## src/rtl/core_top.sv

```systemverilog
`default_nettype none
// ============================================================================
// Module      : core_top
// Description : Single-issue fetch/execute core for a small variable-length
//               big-endian instruction subset (MOV imm, MOV reg, NOP, HLT).
//               It fetches 16 bytes per instruction and executes each
//               instruction in one cycle. The data port is tied off.
// Revision    : 1.0 - initial release
// ============================================================================

// ----------------------------------------------------------------------------
// Register file: 16 x 16-bit, one write port, one combinational read port
// ----------------------------------------------------------------------------
module core_regfile (
    input  logic        clk,
    input  logic        rst,
    input  logic        we,
    input  logic [3:0]  waddr,
    input  logic [15:0] wdata,
    input  logic [3:0]  raddr,
    output logic [15:0] rdata
);

    logic [15:0] registers [16];

    // Synchronous clear on reset, otherwise a single write per cycle
    always_ff @(posedge clk) begin
        if (rst) begin
            for (int i = 0; i < 16; i++) begin
                registers[i] <= 16'h0000;
            end
        end else if (we) begin
            registers[waddr] <= wdata;
        end
    end

    assign rdata = registers[raddr];

endmodule

// ----------------------------------------------------------------------------
// Core
// ----------------------------------------------------------------------------
module core_top #(
    parameter logic [31:0] RESET_PC = 32'h0000_0000
) (
    input  logic         clk,
    input  logic         rst,
    output logic [31:0]  mem_if_addr,
    output logic         mem_if_req,
    input  logic [127:0] mem_if_rdata,
    input  logic         mem_if_ack,
    output logic [31:0]  mem_data_addr,
    output logic [31:0]  mem_data_wdata,
    output logic [1:0]   mem_data_size,
    output logic         mem_data_we,
    output logic         mem_data_req,
    input  logic [31:0]  mem_data_rdata,
    input  logic         mem_data_ack,
    output logic         halted,
    output logic [31:0]  current_pc,
    output logic         dual_issue_active
);

    localparam logic [1:0] S_FETCH = 2'd0;
    localparam logic [1:0] S_EXEC  = 2'd1;
    localparam logic [1:0] S_HALT  = 2'd2;

    localparam logic [15:0] c_OP_MOV_IMM = 16'h0009;
    localparam logic [15:0] c_OP_MOV_REG = 16'h0209;
    localparam logic [15:0] c_OP_NOP     = 16'h0000;

    logic [1:0]   r_state;
    logic [1:0]   w_state_nxt;
    logic [31:0]  r_pc;
    logic [31:0]  w_pc_nxt;
    logic         r_halted;
    logic         w_halted_nxt;
    logic [127:0] r_ir;
    logic [127:0] w_ir_nxt;

    logic         w_rf_we;
    logic [3:0]   w_rf_waddr;
    logic [15:0]  w_rf_wdata;
    logic [15:0]  w_rf_rdata;

    // Instruction fields, big-endian: byte0 in the top byte of the fetch word
    logic [15:0]  w_specop;
    logic [3:0]   w_rd;
    logic [3:0]   w_rn;
    logic [15:0]  w_imm;

    assign w_specop = r_ir[127:112];
    assign w_rd     = r_ir[107:104];   // low nibble of byte2
    assign w_rn     = r_ir[99:96];     // low nibble of byte3
    assign w_imm    = r_ir[103:88];    // bytes 3..4

    core_regfile regfile (
        .clk   (clk),
        .rst   (rst),
        .we    (w_rf_we),
        .waddr (w_rf_waddr),
        .wdata (w_rf_wdata),
        .raddr (w_rn),
        .rdata (w_rf_rdata)
    );

    // Architectural state register with synchronous reset
    always_ff @(posedge clk) begin
        if (rst) begin
            r_state  <= S_FETCH;
            r_pc     <= RESET_PC;
            r_halted <= 1'b0;
            r_ir     <= '0;
        end else begin
            r_state  <= w_state_nxt;
            r_pc     <= w_pc_nxt;
            r_halted <= w_halted_nxt;
            r_ir     <= w_ir_nxt;
        end
    end

    // Next-state, decode and register-write control
    always_comb begin
        w_state_nxt  = r_state;
        w_pc_nxt     = r_pc;
        w_halted_nxt = r_halted;
        w_ir_nxt     = r_ir;
        w_rf_we      = 1'b0;
        w_rf_waddr   = w_rd;
        w_rf_wdata   = 16'h0000;
        case (r_state)
            S_FETCH: begin
                // Only reached while the request is visible, so a stray ack
                // outside FETCH is never consumed.
                if (mem_if_ack) begin
                    w_ir_nxt    = mem_if_rdata;
                    w_state_nxt = S_EXEC;
                end
            end
            S_EXEC: begin
                w_state_nxt = S_FETCH;
                case (w_specop)
                    c_OP_MOV_IMM: begin
                        w_rf_we    = 1'b1;
                        w_rf_wdata = w_imm;
                        w_pc_nxt   = r_pc + 32'd5;
                    end
                    c_OP_MOV_REG: begin
                        // Read port sees the pre-write value of R[rn]
                        w_rf_we    = 1'b1;
                        w_rf_wdata = w_rf_rdata;
                        w_pc_nxt   = r_pc + 32'd4;
                    end
                    c_OP_NOP: begin
                        w_pc_nxt   = r_pc + 32'd2;
                    end
                    default: begin
                        // HLT and every unrecognised encoding stop the core
                        // with the PC left on the offending instruction.
                        w_halted_nxt = 1'b1;
                        w_state_nxt  = S_HALT;
                    end
                endcase
            end
            S_HALT: begin
                w_state_nxt = S_HALT;
            end
            default: begin
                w_state_nxt = S_FETCH;
            end
        endcase
    end

    // Request is suppressed while reset is held so nothing is issued early
    assign mem_if_req  = (r_state == S_FETCH) && !rst;
    assign mem_if_addr = r_pc;

    assign halted            = r_halted;
    assign current_pc        = r_pc;
    assign dual_issue_active = 1'b0;

    // Data port is not used by this instruction subset
    assign mem_data_addr  = 32'h0000_0000;
    assign mem_data_wdata = 32'h0000_0000;
    assign mem_data_size  = 2'd0;
    assign mem_data_we    = 1'b0;
    assign mem_data_req   = 1'b0;

    logic w_unused_inputs;
    assign w_unused_inputs = ^{mem_data_rdata, mem_data_ack, r_ir[87:0], r_ir[111:108], r_ir[103:100]};

endmodule

`default_nettype wire

```

## config.mk

```make
export PLATFORM = sky130hd
export DESIGN_NAME = core_top
export DESIGN_NICKNAME = d
export VERILOG_FILES = /design/src/rtl/core_top.sv
export SDC_FILE = /design/constraint.sdc
export NUM_CORES = 1
export LEC_CHECK = 0
export ABC_CLOCK_PERIOD_IN_PS = 2600
export CORE_AREA = 3 3 114 116
export DETAILED_ROUTE_END_ITERATION = 10
export DIE_AREA = 0 0 117 119
export PLACE_DENSITY = 0.75
export SLEW_MARGIN = 30
export SYNTH_ARGS = -nofsm -noshare
export SYNTH_HDL_FRONTEND = slang
export SYNTH_SLANG_ARGS = --single-unit
```

## constraint.sdc

```tcl
create_clock -name clk -period 2.6 [get_ports clk]
set_input_delay 0.52 -clock clk [delete_from_list [all_inputs] [get_ports clk]]
set_output_delay 0.52 -clock clk [all_outputs]
set_load 0.03 [all_outputs]
```

==> results.md <==
- Multi-input gate area: 2200 sq um
- Largest family of logic cells by synthesized area: simple AND/OR/NAND/NOR gates
- Fraction of layout cells with a size suffix above 1: 7.22%
- Run status: finished, final reports clean
- Worst Hold Class: register to register
- Fin. Hold Viols: 0
- Layout area overhead: 19.6%
- Power Internal: 1.31 mW
- Share of async-settable or async-resettable flops after synthesis: 0%
- GR Util met1: 19.3%
- Clock power share: 35.3%
- Drt via density: 5.11
- Worst EP arrival: 2540 ps
- XOR/XNOR share of the synthesized area: 3.20%
- CP Launch Point: r_ir[123]
- Grt peak-use layer: met2
- Final-report setup violation count: 0
- Hpwl dp: 8.30 mm
- Number of H-tree levels: 2
- Synthesized area: 3830 sq um
- M2 GR Usage: 23.2%
- Root Buffer: clkbuf_16
- Period minus WS final: 2330 ps
- Routed len/inst: 15.0 um
- Slew headroom: 56.2%
- TritonCTS clock tree: built
- Register area share after synthesis: 26.6%
- Vias in the first global route: 3141
- First-pass GRT wire length: 16.3 mm
- Drt first-iter violations: 221
- Worst-path fanout max: 8
- ANT nets after route: 0
- DR vias: 3654
- Post-synthesis mux area share: 0.261%
- Tcrit/Tclk final: 89.7%
- Global Route Usage Sum: 14.5%
- CTS Buffer Depth: 2
- Pleak: 1.64 nW
- Adder-cell share of the synthesized area: 1.63%
- Final wirelength: 10.7 mm
- Setup bufs post-CTS: 0
- Slew @ Worst Pin: 652 ps
- Layout fillers: 1271
- Final GP Congestion: 0.950
- Pre-antenna DRT Iters: 5
- Kind of critical path: register to register
- FF+latch count, synth: 51
- Chip Height: 119 um
- Hold path endpoint: halted
- Reg power frac: 42.3%
- Initial antenna violation count: 0
- Switching power: 0.644 mW
- Post-synthesis cell count: 508
- Worst Setup Start Kind: register
- Combinational power share: 22.4%
- Maxcap violations: 0
- Worst vdd ir: 0.000256 V
- Width of the die: 117 um
- # diodes: 0
- Clock Skew: 6.99 ps
- CTS Sinks: 51
- Crit Reg-Reg Endpoint: current_pc[25]
- Switching Fraction: 33.0%
- Post-synthesis cell type count: 55
- Worst R2R Path Depth: 7
- CTS Hold Bufs: 0
- TritonCTS Buffers: 5
- Worst reg2reg setup slack: 270 ps
- Syn avg cell area: 7.54 sq um
- Post-place setup slack: 315 ps
- Compound-Gate Fraction of Synth Area: 19.3%
- Worst hold start: halted
- Largest net degree at the start of global routing: 24
- Simple-gate portion of the synthesized area: 26.3%
- Sequential cell area: 1020 sq um
- Start of the worst register-to-register path: r_ir[123]
- Met3 Use GR: 2.85%
- Die Footprint: 13900 sq um
- Clk_lat worst skew: 290 ps
- Synth Warn #: 0
- Hold path depth: 2
- Min setup slack post-route: 267 ps
- Final #Nets: 736
- GRT Residual Overflow: 0
- Io pins: 299
- Primary FF master, synth: dfxtp_1
- Initial core utilization: 31.9%
- Row cnt: 40
- Max-slew violations: 0
- CP required: 2810 ps
- Clock-pin slew on the worst setup and hold paths: 70 ps
- Setup TNS: 0 ps
- Fmax: 0.429 GHz
- I/O Buffers: 84
- Crit end category: register
- Cts repair resizes: 0
- RSZ-0062 raised after global routing: no
- Post-route DRC: 0
- Area of the core: 12000 sq um
- Number of flops mapped to enable cells by yosys: 0
- Pwr/cell area: 426 nW/um^2
Yosys cell counts (2+ instances only):
library cell    n  area share [%]
o31ai_1         2            0.39
nand2_1        66             6.5
nor4_4          2             1.1
buf_4         101              20
clkbuf_1       14             1.4
a2111oi_2       4             1.6
nor3_1         16             2.1
a311oi_1        2            0.46
inv_1           7            0.69
a21o_1          5            0.98
nand4_1        16             2.6
a32o_1          3            0.78
a211oi_1        9             1.8
ha_1            5             1.6
a31oi_1         5            0.82
o221ai_1        3            0.69
nand3_1        15             2.0
o2111ai_1       3            0.69
dfxtp_1        51              27
o21ai_0        18             2.4
and2_1          7             1.1
xor2_1          3            0.69
and3_1          8             1.3
buf_2           3            0.39
or3_1           5            0.82
o21ai_1         3            0.39
nand2b_1        2            0.33
and4_1          4            0.91
xnor2_1        11             2.5
a21oi_1        44             5.7
nor2_1         36             3.5
nor4_1          8             1.3
o21a_1          4            0.78
buf_1           2            0.20
worst max-delay path, stage by stage (launching register included):
cell	delay, ps
dfxtp_1	330
nor4_4	350
and4_1	440
buf_4	220
nand2_1	80
o221ai_1	450
nor2_1	110
a311oi_1	260
worst max-delay path by stage:
stage / slack, ps / end
2_1_floorplan: 460 / current_pc[30]
3_3_place_gp: 330 / current_pc[27]
3_5_place_dp: 310 / current_pc[11]
4_1_cts: 300 / current_pc[11]
5_1_grt: 160 / current_pc[27]
6_report: 270 / current_pc[25]
cell type report:
| class | count | area share [%] |
|---|---|---|
| clock buffer | 6 | 3.03 |
| clock inverter | 2 | 0.355 |
| inverter | 7 | 0.573 |
| multi-input combinational | 397 | 48.0 |
| sequential | 51 | 22.3 |
| tap | 147 | 4.01 |
| timing repair buffer | 105 | 21.7 |
routing by layer:
metal	wire (um)	up-vias
met2	4890	191
met3	918	27
met4	296	0
li1	-	1761
met1	4600	1675
met5	0	-
power groups by stage:
stage               logic (mW)  registers, mW  clock network (mW)
finish                   0.437          0.825               0.688
global route             0.470          0.828               0.728
global placement         0.428          0.842                   0
floorplan                0.386          0.845                   0
CTS                      0.430          0.825               0.704
detailed placement       0.430          0.843                   0
through the flow:
stage | total power, mW | cell area, sq um | util, % | cells | hold WS [ps]
after floorplan | 1.23 | 4090 | - | 576 | 436
after global placement | 1.27 | 4430 | 36.9 | 707 | 434
after detailed placement | 1.27 | 4430 | 36.9 | 707 | 443
after CTS | 1.96 | 4580 | 38.2 | 715 | 456
after global routing | 2.02 | 4580 | 38.2 | 715 | 477
final | 1.95 | 4580 | 38.2 | 715 | 454
layout by cell type (no fill, tap or decap), types with 2 or more instances in the layout:
cell type | Yosys | final
nor2_1 | 36 | 36
a32o_1 | 3 | 3
o2111ai_1 | 3 | 3
nand2b_1 | 2 | 2
nor3_1 | 16 | 16
xor2_1 | 3 | 3
a311oi_1 | 2 | 2
xnor2_1 | 11 | 11
and3_1 | 8 | 8
o31ai_1 | 2 | 2
clkbuf_16 | 0 | 5
nand3_1 | 15 | 15
o221ai_1 | 3 | 3
inv_1 | 7 | 7
a31oi_1 | 5 | 5
dfxtp_1 | 51 | 51
nor4_1 | 8 | 8
buf_4 | 101 | 22
a2111oi_2 | 4 | 4
clkdlybuf4s50_1 | 0 | 83
o21a_1 | 4 | 4
ha_1 | 5 | 5
nor4_4 | 2 | 2
a21o_1 | 5 | 5
a21oi_1 | 44 | 44
and2_1 | 7 | 7
nand4_1 | 16 | 16
o21ai_1 | 3 | 3
nand2_1 | 66 | 66
conb_1 | 1 | 69
a211oi_1 | 9 | 9
and4_1 | 4 | 4
o21ai_0 | 18 | 18
or3_1 | 5 | 5
registers in the layout, summed over array words and instances (netlist names):
signal      flops
current_pc     32
r_ir           16
r_state         2
halted          1
cells by family after synthesis:
group | Yosys count
AND/OR/NAND/NOR | 195
buffers and inverters | 128
AO/OA/AOI/OAI | 113
flip-flops | 51
XOR/XNOR | 14
adder cells (fa/ha/maj) | 5
other | 1
multiplexers | 1
Note: power is estimated with default switching activity, not from simulation.
